<file path="config.mk">
export PLATFORM = sky130hd
export DESIGN_NAME = quad_encoder_counter
export DESIGN_NICKNAME = d
export VERILOG_FILES = /design/src/rtl/quad_enc_pkg.sv /design/src/rtl/enc_input_filter.sv /design/src/rtl/quad_encoder_counter.sv
export SDC_FILE = /design/constraint.sdc
export NUM_CORES = 1
export LEC_CHECK = 0
export BUFFER_PORTS_ARGS = -buffer_cell sky130_fd_sc_hd__buf_2
export CORE_ASPECT_RATIO = 0.7
export CORE_UTILIZATION = 60
export DETAILED_ROUTE_END_ITERATION = 16
export GPL_TIMING_DRIVEN = 0
export PLACE_DENSITY = 0.83
export SLEW_MARGIN = 20
export SYNTH_ARGS = -nofsm -noshare
export SYNTH_HDL_FRONTEND = slang
export SYNTH_SLANG_ARGS = --single-unit
</file>
<file path="constraint.sdc">
create_clock -name clk -period 5.3 [get_ports clk]
set_clock_uncertainty 0.15 [all_clocks]
set_input_delay 0.265 -clock clk [delete_from_list [all_inputs] [get_ports clk]]
set_output_delay 0.265 -clock clk [all_outputs]
set_load 0.01 [all_outputs]
</file>
<file path="src/rtl/quad_enc_pkg.sv">
// quad_enc_pkg
// Shared widths, step encoding and the 2-bit Gray transition decoder used by
// quad_encoder_counter. The optional error logic in the top level is enabled
// with the macro QUAD_ENC_ERR_EN; nothing in this package depends on it.
package quad_enc_pkg;

  localparam int CNT_W = 32;
  localparam int ERR_W = 16;

  typedef logic [1:0] step_t;

  localparam step_t STEP_NONE = 2'b00;
  localparam step_t STEP_UP   = 2'b01;
  localparam step_t STEP_DN   = 2'b10;
  localparam step_t STEP_ILL  = 2'b11;

  // Decode one transition of the {A,B} pair.
  // Forward order is 00 -> 01 -> 11 -> 10 -> 00.
  function automatic step_t gray_step(input logic [1:0] prev, input logic [1:0] cur);
    logic [1:0] nxt;
    case (prev)
      2'b00:   nxt = 2'b01;
      2'b01:   nxt = 2'b11;
      2'b11:   nxt = 2'b10;
      default: nxt = 2'b00;
    endcase
    if (cur == prev)                return STEP_NONE;
    else if ((cur ^ prev) == 2'b11) return STEP_ILL;
    else if (cur == nxt)            return STEP_UP;
    else                            return STEP_DN;
  endfunction

endpackage

</file>
<file path="src/rtl/enc_input_filter.sv">
// enc_input_filter
// Synchroniser plus glitch filter for one asynchronous encoder channel.
//   i_clk    system clock
//   i_rst    asynchronous active-high reset
//   i_pin    raw asynchronous input
//   o_level  accepted (filtered) level
//   o_valid  high once a first level has been accepted after reset
// After reset the accepted level is unknown: o_valid stays low until the
// synchronised value has been stable for SYNC_STAGES+FILTER_LEN samples, which
// also flushes the reset value out of the synchroniser. From then on a new
// level is accepted after FILTER_LEN consecutive differing samples.
module enc_input_filter #(
  parameter int SYNC_STAGES = 2,
  parameter int FILTER_LEN  = 4
) (
  input  logic i_clk,
  input  logic i_rst,
  input  logic i_pin,
  output logic o_level,
  output logic o_valid
);

  localparam int PRIME_LEN = SYNC_STAGES + FILTER_LEN;
  localparam int CW        = $clog2(PRIME_LEN + 1);

  logic [SYNC_STAGES-1:0] r_sync;
  logic                   r_level;
  logic                   r_valid;
  logic [CW-1:0]          r_cnt;
  logic                   w_sync;

  assign w_sync = r_sync[SYNC_STAGES-1];

  always_ff @(posedge i_clk or posedge i_rst) begin
    if (i_rst) begin
      r_sync  <= '0;
      r_level <= 1'b0;
      r_valid <= 1'b0;
      r_cnt   <= '0;
    end else begin
      r_sync <= {r_sync[SYNC_STAGES-2:0], i_pin};
      if (!r_valid) begin
        // Priming: track the current run of identical samples.
        if (w_sync != r_level) begin
          r_level <= w_sync;
          r_cnt   <= CW'(1);
        end else if (r_cnt == CW'(PRIME_LEN - 1)) begin
          r_valid <= 1'b1;
          r_cnt   <= '0;
        end else begin
          r_cnt <= r_cnt + CW'(1);
        end
      end else if (w_sync != r_level) begin
        if (r_cnt == CW'(FILTER_LEN - 1)) begin
          r_level <= w_sync;
          r_cnt   <= '0;
        end else begin
          r_cnt <= r_cnt + CW'(1);
        end
      end else begin
        // Any sample matching the accepted level restarts the run.
        r_cnt <= '0;
      end
    end
  end

  assign o_level = r_level;
  assign o_valid = r_valid;

endmodule

</file>
<file path="src/rtl/quad_encoder_counter.sv">
// quad_encoder_counter
// x4 quadrature decoder with position counter and windowed speed measurement.
//   clk          system clock
//   reset        asynchronous active-high reset
//   enc_a/enc_b  asynchronous encoder channels
//   dir_invert   static; negates the count direction
//   clear        synchronous pulse; zeroes position, speed, window and errors
//   position     signed 32-bit step count (wraps)
//   speed        steps counted in the last completed window
//   speed_valid  one-cycle pulse when speed updates
//   err          sticky illegal-transition flag
//   err_count    saturating illegal-transition counter
// Build option: define QUAD_ENC_ERR_EN to enable err/err_count; otherwise both
// are tied to 0 (illegal transitions still produce no step).
module quad_encoder_counter
  import quad_enc_pkg::*;
#(
  parameter int SYNC_STAGES  = 2,
  parameter int FILTER_LEN   = 4,
  parameter int SPEED_WINDOW = 500000
) (
  input  logic             clk,
  input  logic             reset,
  input  logic             enc_a,
  input  logic             enc_b,
  input  logic             dir_invert,
  input  logic             clear,
  output logic [CNT_W-1:0] position,
  output logic [CNT_W-1:0] speed,
  output logic             speed_valid,
  output logic             err,
  output logic [ERR_W-1:0] err_count
);

  localparam int WIN_W = $clog2(SPEED_WINDOW);

  logic             w_a_lvl, w_a_vld, w_b_lvl, w_b_vld;
  logic [1:0]       w_cur;
  step_t            w_step_raw;
  step_t            w_step;

  logic [1:0]       r_prev;
  logic             r_primed;
  logic [CNT_W-1:0] r_position;
  logic [CNT_W-1:0] r_snapshot;
  logic [CNT_W-1:0] r_speed;
  logic             r_speed_valid;
  logic [WIN_W-1:0] r_win;

  enc_input_filter #(.SYNC_STAGES(SYNC_STAGES), .FILTER_LEN(FILTER_LEN)) u_filt_a (
    .i_clk(clk), .i_rst(reset), .i_pin(enc_a), .o_level(w_a_lvl), .o_valid(w_a_vld)
  );

  enc_input_filter #(.SYNC_STAGES(SYNC_STAGES), .FILTER_LEN(FILTER_LEN)) u_filt_b (
    .i_clk(clk), .i_rst(reset), .i_pin(enc_b), .o_level(w_b_lvl), .o_valid(w_b_vld)
  );

  assign w_cur      = {w_a_lvl, w_b_lvl};
  assign w_step_raw = r_primed ? gray_step(r_prev, w_cur) : STEP_NONE;

  always_comb begin
    w_step = w_step_raw;
    if (dir_invert && (w_step_raw == STEP_UP)) w_step = STEP_DN;
    if (dir_invert && (w_step_raw == STEP_DN)) w_step = STEP_UP;
  end

  always_ff @(posedge clk or posedge reset) begin
    if (reset) begin
      r_prev        <= 2'b00;
      r_primed      <= 1'b0;
      r_position    <= '0;
      r_snapshot    <= '0;
      r_speed       <= '0;
      r_speed_valid <= 1'b0;
      r_win         <= '0;
    end else begin
      // The first accepted pair only seeds the previous-state register.
      if (!r_primed) begin
        if (w_a_vld && w_b_vld) begin
          r_prev   <= w_cur;
          r_primed <= 1'b1;
        end
      end else begin
        r_prev <= w_cur;
      end

      if (clear) begin
        r_position    <= '0;
        r_snapshot    <= '0;
        r_speed       <= '0;
        r_speed_valid <= 1'b0;
        r_win         <= '0;
      end else begin
        if (w_step == STEP_UP)      r_position <= r_position + CNT_W'(1);
        else if (w_step == STEP_DN) r_position <= r_position - CNT_W'(1);

        // Snapshot uses the registered position, so a step on this same edge
        // belongs to the next window.
        if (r_win == WIN_W'(SPEED_WINDOW - 1)) begin
          r_win         <= '0;
          r_speed       <= r_position - r_snapshot;
          r_snapshot    <= r_position;
          r_speed_valid <= 1'b1;
        end else begin
          r_win         <= r_win + WIN_W'(1);
          r_speed_valid <= 1'b0;
        end
      end
    end
  end

  assign position    = r_position;
  assign speed       = r_speed;
  assign speed_valid = r_speed_valid;

`ifdef QUAD_ENC_ERR_EN
  logic             r_err;
  logic [ERR_W-1:0] r_err_count;

  always_ff @(posedge clk or posedge reset) begin
    if (reset) begin
      r_err       <= 1'b0;
      r_err_count <= '0;
    end else if (clear) begin
      r_err       <= 1'b0;
      r_err_count <= '0;
    end else if (w_step_raw == STEP_ILL) begin
      r_err <= 1'b1;
      if (r_err_count != '1) r_err_count <= r_err_count + ERR_W'(1);
    end
  end

  assign err       = r_err;
  assign err_count = r_err_count;
`else
  assign err       = 1'b0;
  assign err_count = '0;
`endif

endmodule
</file>
**After elaboration in Yosys (flattened, before gate mapping)**

Cells that the tools add are included.

- Div/mod/pow operators: 0
- Eq/ne operators: 18
- Shift-type cells: 0
- Reduce and logical (&&, ||, !) cells: 9
- Bitwise gates (word level): 1
- Add/sub/neg operators: 6
- Multiplexer cells: 46
- $lt $le $gt $ge: 0
- Multipliers: 0

Operators with widths:

| kind | count |
|---|---|
| two-way mux 32 bit | 7 |
| two-way mux 19 bit | 2 |
| adder 32 x 1 -> 32 bit, second input constant | 1 |
| subtractor 32 x 1 -> 32 bit, second input constant | 1 |
| subtractor 32 bit | 1 |
| two-way mux 3 bit | 10 |
| adder 19 x 1 -> 19 bit, second input constant | 1 |
| == test 19 bit, second input constant | 1 |
| two-way mux 1 bit | 18 |
| two-way mux 2 bit | 8 |
| == test 2 bit, second input constant | 4 |
| adder 3 x 1 -> 3 bit, second input constant | 2 |
| == test 2 x 1 -> 1 bit, second input constant | 3 |
| == test 3 x 2 -> 1 bit, second input constant | 2 |
| == test 3 bit, second input constant | 2 |
| one-hot mux 2 bit (3 select lines) | 1 |
| == test 2 bit | 2 |
| inequality test 2 bit, second input constant | 2 |
| AND reduction 2 bit | 2 |
| nonzero test 2 bit | 2 |
| logical AND 1 bit | 3 |
| nonzero test 3 bit | 1 |
| logical NOT 2 bit | 1 |
| inequality test 1 bit | 2 |
| bitwise XOR 2 bit | 1 |

- Logic and storage cells: 95
- Output and inout bits: 82
- Bits in writable memories: 0
- Memories kept: 0
- Flip-flop bits (word level): 133
- Latch bits: 0
- Bits in read-only memories: 0

**Logic depth before layout (Yosys ltp)**

- Word-level depth: 15
- Mapped depth: 16
- Depth with buffers taken out: 15

**By module**

A second synthesis with hierarchy kept.

- Cell total of the unflattened synthesis: 1088
- Area, all modules: 9112.5 um^2

By module, submodules not included:

| module | times used | area an instance (um^2) | cells each |
|---|---|---|---|
| quad_encoder_counter | 1 | 8401.8 | 1028 |
| enc_input_filter | 2 | 355.3 | 30 |

**Worst setup path after synthesis**

Ideal clock, no wire load.

- Path kind: register -> register
- Start point: reg u_filt_a.r_level, in the netlist u_filt_a.o_level
- End point: reg r_position[30], in the netlist position[30]
- Path slack: 1.023 ns
- Arrival: 4.001 ns
- Required time: 5.024 ns
- Cell stages (with the launch flop): 16
- Path buffers: 0
- Cell sequence: dfrtp_1 -> xor2_1 -> or2_2 -> o21ai_0 -> nand2_1 -> fa_1 -> nand3_1 -> nand2_1 -> a31oi_1 -> o31ai_2 -> a21oi_2 -> o2111ai_1 -> a41o_1 -> a21oi_1 -> nor4b_1 -> a221o_1

- Cells in the longest elaborated chain, start to end: 12
- Elaborated cells on any way between the ends: 19
- Those cells by class: 7 x eq/ne; 8 x mux; 1 x bitwise; 3 x reduce/logical

RTL lines:

| item | line | text |
|---|---|---|
| start, declared | enc_input_filter.sv:27 | `logic r_level;` |
| start signal, assigned | enc_input_filter.sv:45 | `r_level <= w_sync;` |
| start signal, assigned | enc_input_filter.sv:55 | `r_level <= w_sync;` |
| == test 2 bit / bitwise XOR 2 bit (equally long branches) | quad_enc_pkg.sv:29, quad_enc_pkg.sv:28 |  |
| two-way mux 2 bit / == test 2 bit (equally long branches) | quad_enc_pkg.sv:29, quad_enc_pkg.sv:28 |  |
| two-way mux 2 bit | quad_enc_pkg.sv:28 | `else if ((cur ^ prev) == 2'b11) return STEP_ILL;` |
| two-way mux 2 bit * | quad_enc_pkg.sv:27 | `if (cur == prev) return STEP_NONE;` |
| two-way mux 2 bit * | quad_encoder_counter.sv:59 | `assign w_step_raw = r_primed ? gray_step(r_prev, w_cur) : STEP_NONE;` |
| == test 2 x 1 -> 1 bit | quad_encoder_counter.sv:63 | `if (dir_invert && (w_step_raw == STEP_UP)) w_step = STEP_DN;` |
| logical AND 1 bit | quad_encoder_counter.sv:63 |  |
| two-way mux 2 bit | quad_encoder_counter.sv:63 |  |
| two-way mux 2 bit * | quad_encoder_counter.sv:64 | `if (dir_invert && (w_step_raw == STEP_DN)) w_step = STEP_UP;` |
| == test 2 x 1 -> 1 bit | quad_encoder_counter.sv:94 | `if (w_step == STEP_UP) r_position <= r_position + CNT_W'(1);` |
| two-way mux 32 bit | quad_encoder_counter.sv:94 |  |
| two-way mux 32 bit | quad_encoder_counter.sv:87 | `if (clear) begin` |
| end signal, assigned | quad_encoder_counter.sv:94 |  |
| end signal, assigned | quad_encoder_counter.sv:95 | `else if (w_step == STEP_DN) r_position <= r_position - CNT_W'(1);` |
| end, declared | quad_encoder_counter.sv:44 | `logic [CNT_W-1:0] r_position;` |

Mark *: on every way between the ends. The rest lies on a longest branch, timed or not.
A chain may end at the register's enable or synchronous reset.

**Final worst setup path**

- Start point: reg u_filt_a.r_level, in the netlist u_filt_a.o_level
- End point: reg r_position[29], in the netlist position[29]

The elaborated chain is that of the path after synthesis.

==> flow_summary.json <==
{
  "initial_core_util_pct": 62.7,
  "yosysSeqAreaShare_pct": 37.4,
  "ys_seq_elements": 133,
  "ios": 88,
  "htreeDepth": 4,
  "ys_async_sr_fraction_pct": 100,
  "reg2regPathDepth": 16,
  "r2r_setup_slack_ns": 0.87,
  "crit_path_max_fanout": 26,
  "post_cts_buffers": 0,
  "fp.coreArea_um2": 14200,
  "cts_buffers": 17,
  "max_cap_viol_count": 0,
  "clk_latency_ns": 0.43,
  "syn_avg_cell_area_um2": 8.40,
  "hold_violations": 0,
  "final_cell_mix": "nand2_1 (204), a21oi_1 (139), dfrtp_1 (133)",
  "setup_viol": 0,
  "synth_ff_type": "dfrtp_1",
  "post_cts_resized": 0,
  "portBuffers": 70,
  "hpwl_um": 16600,
  "path_clk_slew_ns": 0.06,
  "syn-instance-count": 1060,
  "clock_path_buffers": 2,
  "grt_pass1_wl_um": 37400,
  "cp.required_ns": 5.46,
  "root_buffer": "clkbuf_16",
  "powerDensity_nw_per_um2": 715,
  "rows": 36,
  "yosysWarnings": 0,
  "hold_class": "primary input to flop",
  "startpoint_type": "flop",
  "finish.utilization_pct": 72.2,
  "postCtsHoldBufs": 3,
  "cts_tree": "yes",
  "fill_cells": 1046,
  "ff_latch_area_um2": 3330,
  "nNetsFinal": 1257,
  "r2r_start": "u_filt_a.o_level",
  "drc": 0,
  "grt_pass1_vias": 7465,
  "ant_nets": 0,
  "ys_types": 65,
  "avgViaCountPerCell": 5.82,
  "worstSetupPathType": "flop to flop",
  "grt_overflow": 0,
  "fmax_ghz": 0.226,
  "slew_viol_final": 0,
  "grt_max_degree": 85,
  "design.die.area_um2": 15300,
  "synth-edff-count": 0,
  "area_growth_pct": 15.1,
  "max-vdd-ir-drop_v": 0.000496,
  "drive_gt1_share_pct": 12.7,
  "hold_path_end": "position[20]",
  "drtPass1Iterations": 6,
  "status": "finished clean",
  "finalCritPeriodShare_pct": 83.6,
  "p_leak_uw": 0.00482,
  "synth_largest_area_cell": "dfrtp_1",
  "rsz0062_at_grt": "no",
  "synth_area_leaders": "dfrtp_1 (37%), ha_1 (11%), nand2_1 (8.6%), a21oi_1 (7.8%), xnor2_1 (3.9%)",
  "period_minus_slack_ns": 4.43,
  "fin_total_pwr_uw": 7330,
  "reg2reg_to": "position[29]",
  "vias": 7991,
  "grt_usage_pct": 30.9,
  "gp_congestion": 0.910,
  "holdPathStages": 3,
  "tightestPinTransition_ns": 0.856,
  "synth_top_area_share_pct": 37.4,
  "cts.sink_count": 133,
  "hp-start": "clear",
  "final_common_cell": "nand2_1",
  "multi_input_area_um2": 5150,
  "routedWlPerCell_um": 16.6,
  "cp_data_arrival_time_ns": 4.59,
  "die_h_um": 104,
  "slew_headroom_pct": 42.5,
  "die_x_um": 148,
  "n_antenna_cell": 0,
  "end_kind": "flop",
  "wirelength_um": 22800,
  "syn_area_um2": 8900,
  "grt_antenna_before_repair": 0,
  "drtIter0Drc": 761
}
[critical path: stages, from the launching register on]
cell	delay, ns
dfrtp_1	0.45
xor2_1	0.21
or2_2	0.31
o21ai_0	0.20
nand2_2	0.29
buf_16	0.28
ha_1	0.35
a21oi_1	0.23
a21oi_1	0.14
o21ai_1	0.30
o31ai_2	0.18
a211oi_2	0.31
nor4_1	0.10
or4_1	0.47
o21ai_1	0.11
xor2_1	0.16
o21ai_1	0.07
[sequential cells by signal, indices dropped and copies added, names as in the netlist, 3 cells and up]
name and cells:
r_snapshot 32, position 32, u_filt_a.r_cnt 3, u_filt_b.r_cnt 3
r_win 19, speed 32
[cell usage after synthesis, types with 3 or more instances]
cell,instances
a211oi_1,12
a21o_1,19
a21oi_1,139
a31o_2,4
a31oi_1,6
and2_1,4
and3_1,8
buf_4,17
clkbuf_1,34
dfrtp_1,133
ha_1,79
inv_1,59
mux2_2,4
nand2_1,205
nand2b_1,11
nand3_1,32
nand3b_1,3
nand4_1,9
nor2_1,58
nor2b_1,3
nor3_1,10
nor4_1,4
o211ai_1,3
o21a_1,4
o21ai_0,46
o21ai_1,13
o21bai_1,8
o22ai_1,3
o31ai_2,3
or2_2,4
or3_1,12
xnor2_1,40
xor2_1,32
[layer usage]
layer,vias to the layer above,wire (um),GRT usage [%]
met3,56,1580,6.49
met5,-,0,0
met4,0,591,11.6
met1,3730,10800,44.1
met2,344,9860,46.3
li1,3861,-,-
[cells by family after synthesis]
| logic type | synth area share (%) |
|---|---|
| AO/OA/AOI/OAI | 19.3 |
| XOR/XNOR | 7.09 |
| adder cells (fa/ha/maj) | 11.6 |
| buffers and inverters | 5.40 |
| flip-flops | 37.4 |
| multiplexers | 0.731 |
| other | 0.0421 |
| AND/OR/NAND/NOR | 18.5 |
[how the worst max path moves through the flow]
stage                      from            to  slack (ns)  cells after the start
2_1_floorplan  u_filt_a.o_level  position[30]        1.02                     15
3_3_place_gp              reset  position[27]       -0.08                      2
3_5_place_dp   u_filt_a.o_level  position[30]        0.96                     16
4_1_cts        u_filt_a.o_level  position[29]        0.92                     16
5_1_grt        u_filt_a.o_level  position[29]        0.63                     16
6_report       u_filt_a.o_level  position[29]        0.87                     16
[cell type report]
| type | count | share of cell area (%) |
|---|---|---|
| sequential | 133 | 32.5 |
| inverter | 59 | 2.23 |
| clock inverter | 14 | 1.71 |
| tap | 190 | 2.32 |
| clock buffer | 18 | 4.19 |
| timing repair buffer | 75 | 4.25 |
| multi-input combinational | 832 | 50.3 |
| buffer | 52 | 2.53 |
[report_power, final]
group | switching, uW | leakage [uW] | internal, uW
clock network | 472 | 0.000288 | 744
logic | 2820 | 0.00274 | 1930
registers | 209 | 0.00180 | 1150
total | 3500 | 0.00482 | 3830
[per-stage QoR]
step | std cells | TNS (ns) | hold slack (ns) | setup WS, ns | cell area (um^2)
2_1_floorplan | 1076 | 0 | 0.146 | 1.02 | 8960
3_3_place_gp | 1336 | -9.75 | 0.181 | -0.0776 | 9550
3_5_place_dp | 1338 | 0 | 0.141 | 0.959 | 9610
4_1_cts | 1373 | 0 | 0.0955 | 0.920 | 10200
5_1_grt | 1373 | 0 | 0.129 | 0.628 | 10200
6_report | 1373 | 0 | 0.101 | 0.871 | 10200
(Power assumes the default switching activity.)
